$ cat src/rtl/out_fifo_pkg.sv
// Shared constants and state encoding for the OUT_FIFO write scheduler.
package out_fifo_pkg;

   localparam int CH_NUM = 10;
   localparam int CH_W   = 8;
   localparam int WORD_W = CH_NUM * CH_W;

   localparam int DEF_NUM_REQ    = 4;
   localparam int DEF_RST_CYCLES = 8;
   localparam int DEF_CNT_W      = 16;

   typedef enum logic [1:0] {
      ST_INIT_RST    = 2'd0,
      ST_INIT_WAIT   = 2'd1,
      ST_RUN         = 2'd2,
      ST_FLUSH_DRAIN = 2'd3
   } state_t;

   // Wrapping increment of a round-robin pointer.
   function automatic int unsigned rr_next(input int unsigned idx, input int unsigned n);
      return (idx + 1 >= n) ? 0 : idx + 1;
   endfunction

endpackage

$ cat src/rtl/rr_arbiter.sv
// Round-robin arbiter: searches upward from ptr with wrap, combinational, no state.
// One-hot grant, binary index and an any-request flag are produced in the same cycle.
module rr_arbiter #(
   parameter int NUM_REQ = 4,
   parameter int IDX_W   = $clog2(NUM_REQ)
) (
   input  logic [NUM_REQ-1:0] req,
   input  logic [IDX_W-1:0]   ptr,
   output logic [NUM_REQ-1:0] gnt,
   output logic [IDX_W-1:0]   idx,
   output logic               any
);

   int cand;

   always_comb begin
      gnt  = '0;
      idx  = '0;
      any  = 1'b0;
      cand = 0;
      for (int k = 0; k < NUM_REQ; k++) begin
         cand = int'(ptr) + k;
         if (cand >= NUM_REQ) cand = cand - NUM_REQ;
         if (!any && req[cand]) begin
            any       = 1'b1;
            gnt[cand] = 1'b1;
            idx       = IDX_W'(cand);
         end
      end
   end

endmodule

$ cat src/rtl/out_fifo_wr_sched.sv
// Schedules NUM_REQ requesters into one OUT_FIFO write port and sequences FIFO reset/flush.
// Accept in N -> registered FIFO_WREN/FIFO_D in N+1; ALMOSTFULL, FULL and flush drop all req_ready.
module out_fifo_wr_sched
   import out_fifo_pkg::*;
#(
   parameter int NUM_REQ    = DEF_NUM_REQ,
   parameter int RST_CYCLES = DEF_RST_CYCLES,
   parameter int CNT_W      = DEF_CNT_W,
   parameter int IDX_W      = $clog2(NUM_REQ)
) (
   input  logic                        CLK,
   input  logic                        RESET,
   input  logic [NUM_REQ-1:0]          req_valid,
   input  logic [NUM_REQ*WORD_W-1:0]   req_data,
   output logic [NUM_REQ-1:0]          req_ready,
   input  logic                        fifo_full,
   input  logic                        fifo_almostfull,
   input  logic                        fifo_empty,
   input  logic                        flush,
   output logic                        FIFO_WREN,
   output logic [WORD_W-1:0]           FIFO_D,
   output logic                        FIFO_RESET,
   output logic [IDX_W-1:0]            grant_id,
   output logic [CNT_W-1:0]            wr_count,
   output logic                        busy
);

   localparam logic [7:0] RST_LAST = 8'(RST_CYCLES - 1);

   state_t               state_q, state_d;
   logic [7:0]           rst_cnt_q, rst_cnt_d;
   logic                 fifo_reset_q, fifo_reset_d;
   logic                 wren_q, wren_d;
   logic [WORD_W-1:0]    data_q, data_d;
   logic [IDX_W-1:0]     grant_q, grant_d;
   logic [IDX_W-1:0]     ptr_q, ptr_d;
   logic [CNT_W-1:0]     wr_count_q, wr_count_d;

   logic                 allow;
   logic                 accept;
   logic [NUM_REQ-1:0]   arb_gnt;
   logic [IDX_W-1:0]     arb_idx;
   logic                 arb_any;
   logic [WORD_W-1:0]    req_word [NUM_REQ];

   rr_arbiter #(
      .NUM_REQ (NUM_REQ),
      .IDX_W   (IDX_W)
   ) u_arb (
      .req (req_valid),
      .ptr (ptr_q),
      .gnt (arb_gnt),
      .idx (arb_idx),
      .any (arb_any)
   );

   always_comb begin
      for (int i = 0; i < NUM_REQ; i++) begin
         req_word[i] = req_data[i*WORD_W +: WORD_W];
      end
   end

   // State sequencing; allow is the only path that lets the arbiter result reach req_ready.
   always_comb begin
      state_d   = state_q;
      rst_cnt_d = '0;
      allow     = 1'b0;
      case (state_q)
         ST_INIT_RST: begin
            if (rst_cnt_q == RST_LAST) begin
               state_d = ST_INIT_WAIT;
            end else begin
               rst_cnt_d = rst_cnt_q + 8'd1;
            end
         end
         ST_INIT_WAIT: begin
            if (fifo_empty && !fifo_full) state_d = ST_RUN;
         end
         ST_RUN: begin
            if (flush) begin
               state_d = ST_FLUSH_DRAIN;
            end else begin
               allow = !fifo_full && !fifo_almostfull;
            end
         end
         ST_FLUSH_DRAIN: begin
            state_d = ST_INIT_RST;
         end
         default: begin
            state_d = ST_INIT_RST;
         end
      endcase
   end

   assign accept    = allow && arb_any;
   assign req_ready = allow ? arb_gnt : '0;

   always_comb begin
      wren_d       = accept;
      data_d       = data_q;
      grant_d      = grant_q;
      ptr_d        = ptr_q;
      wr_count_d   = wr_count_q;
      fifo_reset_d = (state_d == ST_INIT_RST);

      if (accept) begin
         data_d  = req_word[arb_idx];
         grant_d = arb_idx;
         ptr_d   = IDX_W'(rr_next(int'(arb_idx), NUM_REQ));
      end

      if (state_d == ST_INIT_RST && state_q != ST_INIT_RST) begin
         wr_count_d = '0;
      end else if (wren_q && wr_count_q != '1) begin
         wr_count_d = wr_count_q + CNT_W'(1);
      end
   end

   always_ff @(posedge CLK or posedge RESET) begin
      if (RESET) begin
         state_q      <= ST_INIT_RST;
         rst_cnt_q    <= '0;
         fifo_reset_q <= 1'b1;
         wren_q       <= 1'b0;
         data_q       <= '0;
         grant_q      <= '0;
         ptr_q        <= '0;
         wr_count_q   <= '0;
      end else begin
         state_q      <= state_d;
         rst_cnt_q    <= rst_cnt_d;
         fifo_reset_q <= fifo_reset_d;
         wren_q       <= wren_d;
         data_q       <= data_d;
         grant_q      <= grant_d;
         ptr_q        <= ptr_d;
         wr_count_q   <= wr_count_d;
      end
   end

   assign FIFO_WREN  = wren_q;
   assign FIFO_D     = data_q;
   assign FIFO_RESET = fifo_reset_q;
   assign grant_id   = grant_q;
   assign wr_count   = wr_count_q;
   assign busy       = (state_q != ST_RUN);

endmodule

$ cat config.mk
export PLATFORM = sky130hd
export DESIGN_NAME = out_fifo_wr_sched
export DESIGN_NICKNAME = d
export VERILOG_FILES = /design/src/rtl/out_fifo_pkg.sv /design/src/rtl/rr_arbiter.sv /design/src/rtl/out_fifo_wr_sched.sv
export SDC_FILE = /design/constraint.sdc
export NUM_CORES = 1
export LEC_CHECK = 0
export CORE_ASPECT_RATIO = 0.6
export CORE_MARGIN = 2
export CORE_UTILIZATION = 39
export DETAILED_ROUTE_END_ITERATION = 12
export GPL_TIMING_DRIVEN = 0
export PLACE_DENSITY_LB_ADDON = 0.2
export SETUP_SLACK_MARGIN = 0.05
export SLEW_MARGIN = 30
export SYNTH_ARGS = -nofsm -noshare
export SYNTH_HDL_FRONTEND = slang
export SYNTH_SLANG_ARGS = --single-unit
$ cat constraint.sdc
create_clock -name CLK -period 3.5 [get_ports CLK]
set_input_delay 0.525 -clock CLK [delete_from_list [all_inputs] [get_ports CLK]]
set_output_delay 0.525 -clock CLK [all_outputs]
set_load 0.05 [all_outputs]
==> run metrics <==
area leader, netlist dfrtp_1; Final period util 1.01; Worst slew margin 0.428; Seq pwr share 0.171; share of the synthesized area in the top cell type 0.281; Clock Sinks 112; initial antenna violation count 11; Setup crit end kind output port; TritonCTS clock tree built; Die H 127 um; final worst setup slack -0.0433 ns; Async SR Flop Fraction 1.00; core box area 25100 um^2; WP data arrival 3.02 ns; largest net degree at the start of global routing 27; H-tree levels 3; MaxCap Viol Count 0; largest stage delay on the critical path 0.54 ns; Die ar. 26700 um^2; sequential fraction of the synthesis area 0.283; post-synthesis adder-cell area fraction 0.00885; die width 210 um; largest family of logic cells by synthesized area simple AND/OR/NAND/NOR gates; Inserted Clock Buffers 9; met1 Use GR 0.475; Fin. Hold Viols 0; setup violators final 4; Post-synth EDFFs 0; cell count after synthesis 1414; met3 GRT Util 0.114; Multi-input gate area 6580 um^2; Post-synth top cells 243 x nand2_1, 195 x nor2_1, 168 x nand3_1, 120 x a31oi_1, 111 x dfrtp_1; Post-Syn Nets 1751; Switching Power 7.07 mW; IO Pins 435; compound-gate portion of the synthesized area 0.216; top cells by area, synth dfrtp_1 28%, nand2_1 9.2%, nand3_1 8.5%; nets@finish 2219; Initial Util 0.394; Slowest-stage cell, CP mux4_2; DRT Wirelength 48200 um; syn_area_per_cell 7.00 um^2; Detailed Route Iter0 Violations 1431; Distinct cells, synth 52; FF+latch count, synth 112; internal power 5.45 mW; Non-Filler Cell Area, Final 15500 um^2; Post-Synth Simple-Gate Area 0.353; Max Slew Vio Count 0; Slew @ Worst Pin 0.847 ns; CP cell instances buf_6, buf_12, clkinvlp_4, ha_4, mux4_2, buf_6, nor2b_4, buf_8, a22oi_2, nor2_2, a221oi_2, nor2_4, buf_8; global-route wire length before repair 72100 um; Inst Count DP 2179; Leakage 6.26 nW; clock transition at the registers of the reported paths 0.10 ns; Final Util 0.617; CTS Buffer Depth 2; worst vdd ir 0.000578 V; RSZ-0062 raised after global routing true; post-synthesis mux area share 0.0508; wire length per cell 21.7 um; final instance count without filler cells 2226; Final GP Congestion 0.950; GR Overflow Total 0; Top FF cell, synth dfrtp_1; DP HPWL 36600 um; Cell Pwr Density 808 nW/um^2; Total GRT Usage 0.347; hold crit path type reg -> reg; Cell Area, Placed 14800 um^2; WP buf/inv 6; met2 usage in global routing 0.514; Fillers 2242; FF/Latch Area 2810 um^2; PortBufs 432; CTS root buffer clkbuf_16; drc violations 0; crit path time final 3.54 ns; Synth Area in XOR/XNOR 0.0159; Ys Warns 0; layout cell share with drive strength beyond 1 0.0700; top-count cell post-synth nand2_1; Clock power frac 0.094; CP startpoint kind register; most crowded layer after global routing met2; CTS Hold Bufs 0; Worst path top cell family by delay buffers and inverters; worst-skew pair later-pin latency 0.39 ns; critical setup path kind reg -> out; status complete, but fails checks; clock skew 0.0127 ns; Sw Ratio 0.565; drt first pass iters 8; Rows 45; vias in the first global route 12473; post-route ant nets 0; Logic pwr share 0.735; Via density 6.03; CP Max Fanout 5; failing checks setup timing; Req. time, crit path 2.97 ns; Area Overhead vs Synth 56.6%; via count 13430; Synth Cell Area 9900 um^2; fmax 0.282 GHz
==> sequential cells by signal (all words and copies together), names as in the netlist <==
signal,count
ptr_q,2
wr_count,16
rst_cnt_q,8
grant_id,2
FIFO_D,80
state_q,2
FIFO_RESET,1
FIFO_WREN,1
==> placed cells by master (no fill, tap or decap), types with 41 or more instances in the layout <==
cell	synthesis	final
a31oi_1	120	120
a2111oi_0	79	59
nor2_1	195	188
a22o_1	41	41
dfrtp_1	111	110
clkbuf_1	98	84
nand2_1	243	242
clkdlybuf4s50_1	0	428
and3_1	80	80
inv_1	47	45
nand3_1	168	168
or3_1	45	45
==> per-layer routing <==
metal  vias up  part of all wire
met5         -           0.00071
met1      6455              0.43
li1       6084                 -
met4         4             0.029
met2       778              0.43
met3       109              0.12
==> power by group through the flow <==
| stage | Sequential, mW | Clock [mW] | Combinational (mW) |
|---|---|---|---|
| after floorplan | 3.73 | 0 | 3.88 |
| after global placement | 2.15 | 0 | 8.33 |
| after detailed placement | 2.15 | 0 | 8.51 |
| after CTS | 2.13 | 1.18 | 8.80 |
| after global routing | 2.19 | 1.22 | 9.74 |
| final | 2.14 | 1.18 | 9.20 |
==> path summary, 6_finish.rpt <==
check | from | to | slack (ns) | cells past startpoint
worst max register to register | ptr_q[0]$_DFFE_PP0P_ | FIFO_D[14]$_DFFE_PP0P_ | 0.11 | 12
worst max-delay path | ptr_q[0]$_DFFE_PP0P_ | req_ready[1] | -0.04 | 13
worst min-delay path | rst_cnt_q[0]$_DFF_PP0_ | rst_cnt_q[0]$_DFF_PP0_ | 0.47 | 1
min in group asynchronous | RESET | FIFO_D[54]$_DFFE_PP0P_ | 0.51 | 2
max in group asynchronous | RESET | FIFO_D[45]$_DFFE_PP0P_ | 2.24 | 4
worst min register to register | rst_cnt_q[0]$_DFF_PP0_ | rst_cnt_q[0]$_DFF_PP0_ | 0.47 | 1
==> per-stage QoR <==
step	hold slack [ns]	setup slack, ns	setup TNS, ns	power [mW]
finish	0.470	-0.0433	-0.0828	12.5
global route	0.505	-0.0944	-0.274	13.2
CTS	0.463	0.0131	0	12.1
detailed placement	0.450	-1.33	-52.94	10.7
global placement	0.446	-1.30	-50.17	10.5
floorplan	0.425	0.0391	0	7.61
==> cell type report <==
cell class / instances / share of cell area
Clock inverter: 7 / 0.00573
Clock buffer: 9 / 0.0145
Timing Repair Buffer: 457 / 0.296
Tap cell: 329 / 0.0266
Antenna cell: 10 / 0.00161
Buffer: 132 / 0.0383
Sequential cell: 112 / 0.181
Inverter: 48 / 0.0121
Multi-Input combinational cell: 1122 / 0.424
==> kinds of logic after synthesis <==
logic type      count (synthesis)
fa+ha+maj                       7
xor+xnor                       18
mux                            46
compound gates                285
buf+inv                       180
flops                         112
simple gates                  766
==> what timing repair did <==
action                     4_1_cts  5_1_grt
setup endpoints to repair       87       78
pin swaps                        5       12
gates resized for setup         61       60
gates cloned                     1        0
buffers inserted                13        7
(Power assumes the default switching activity.)
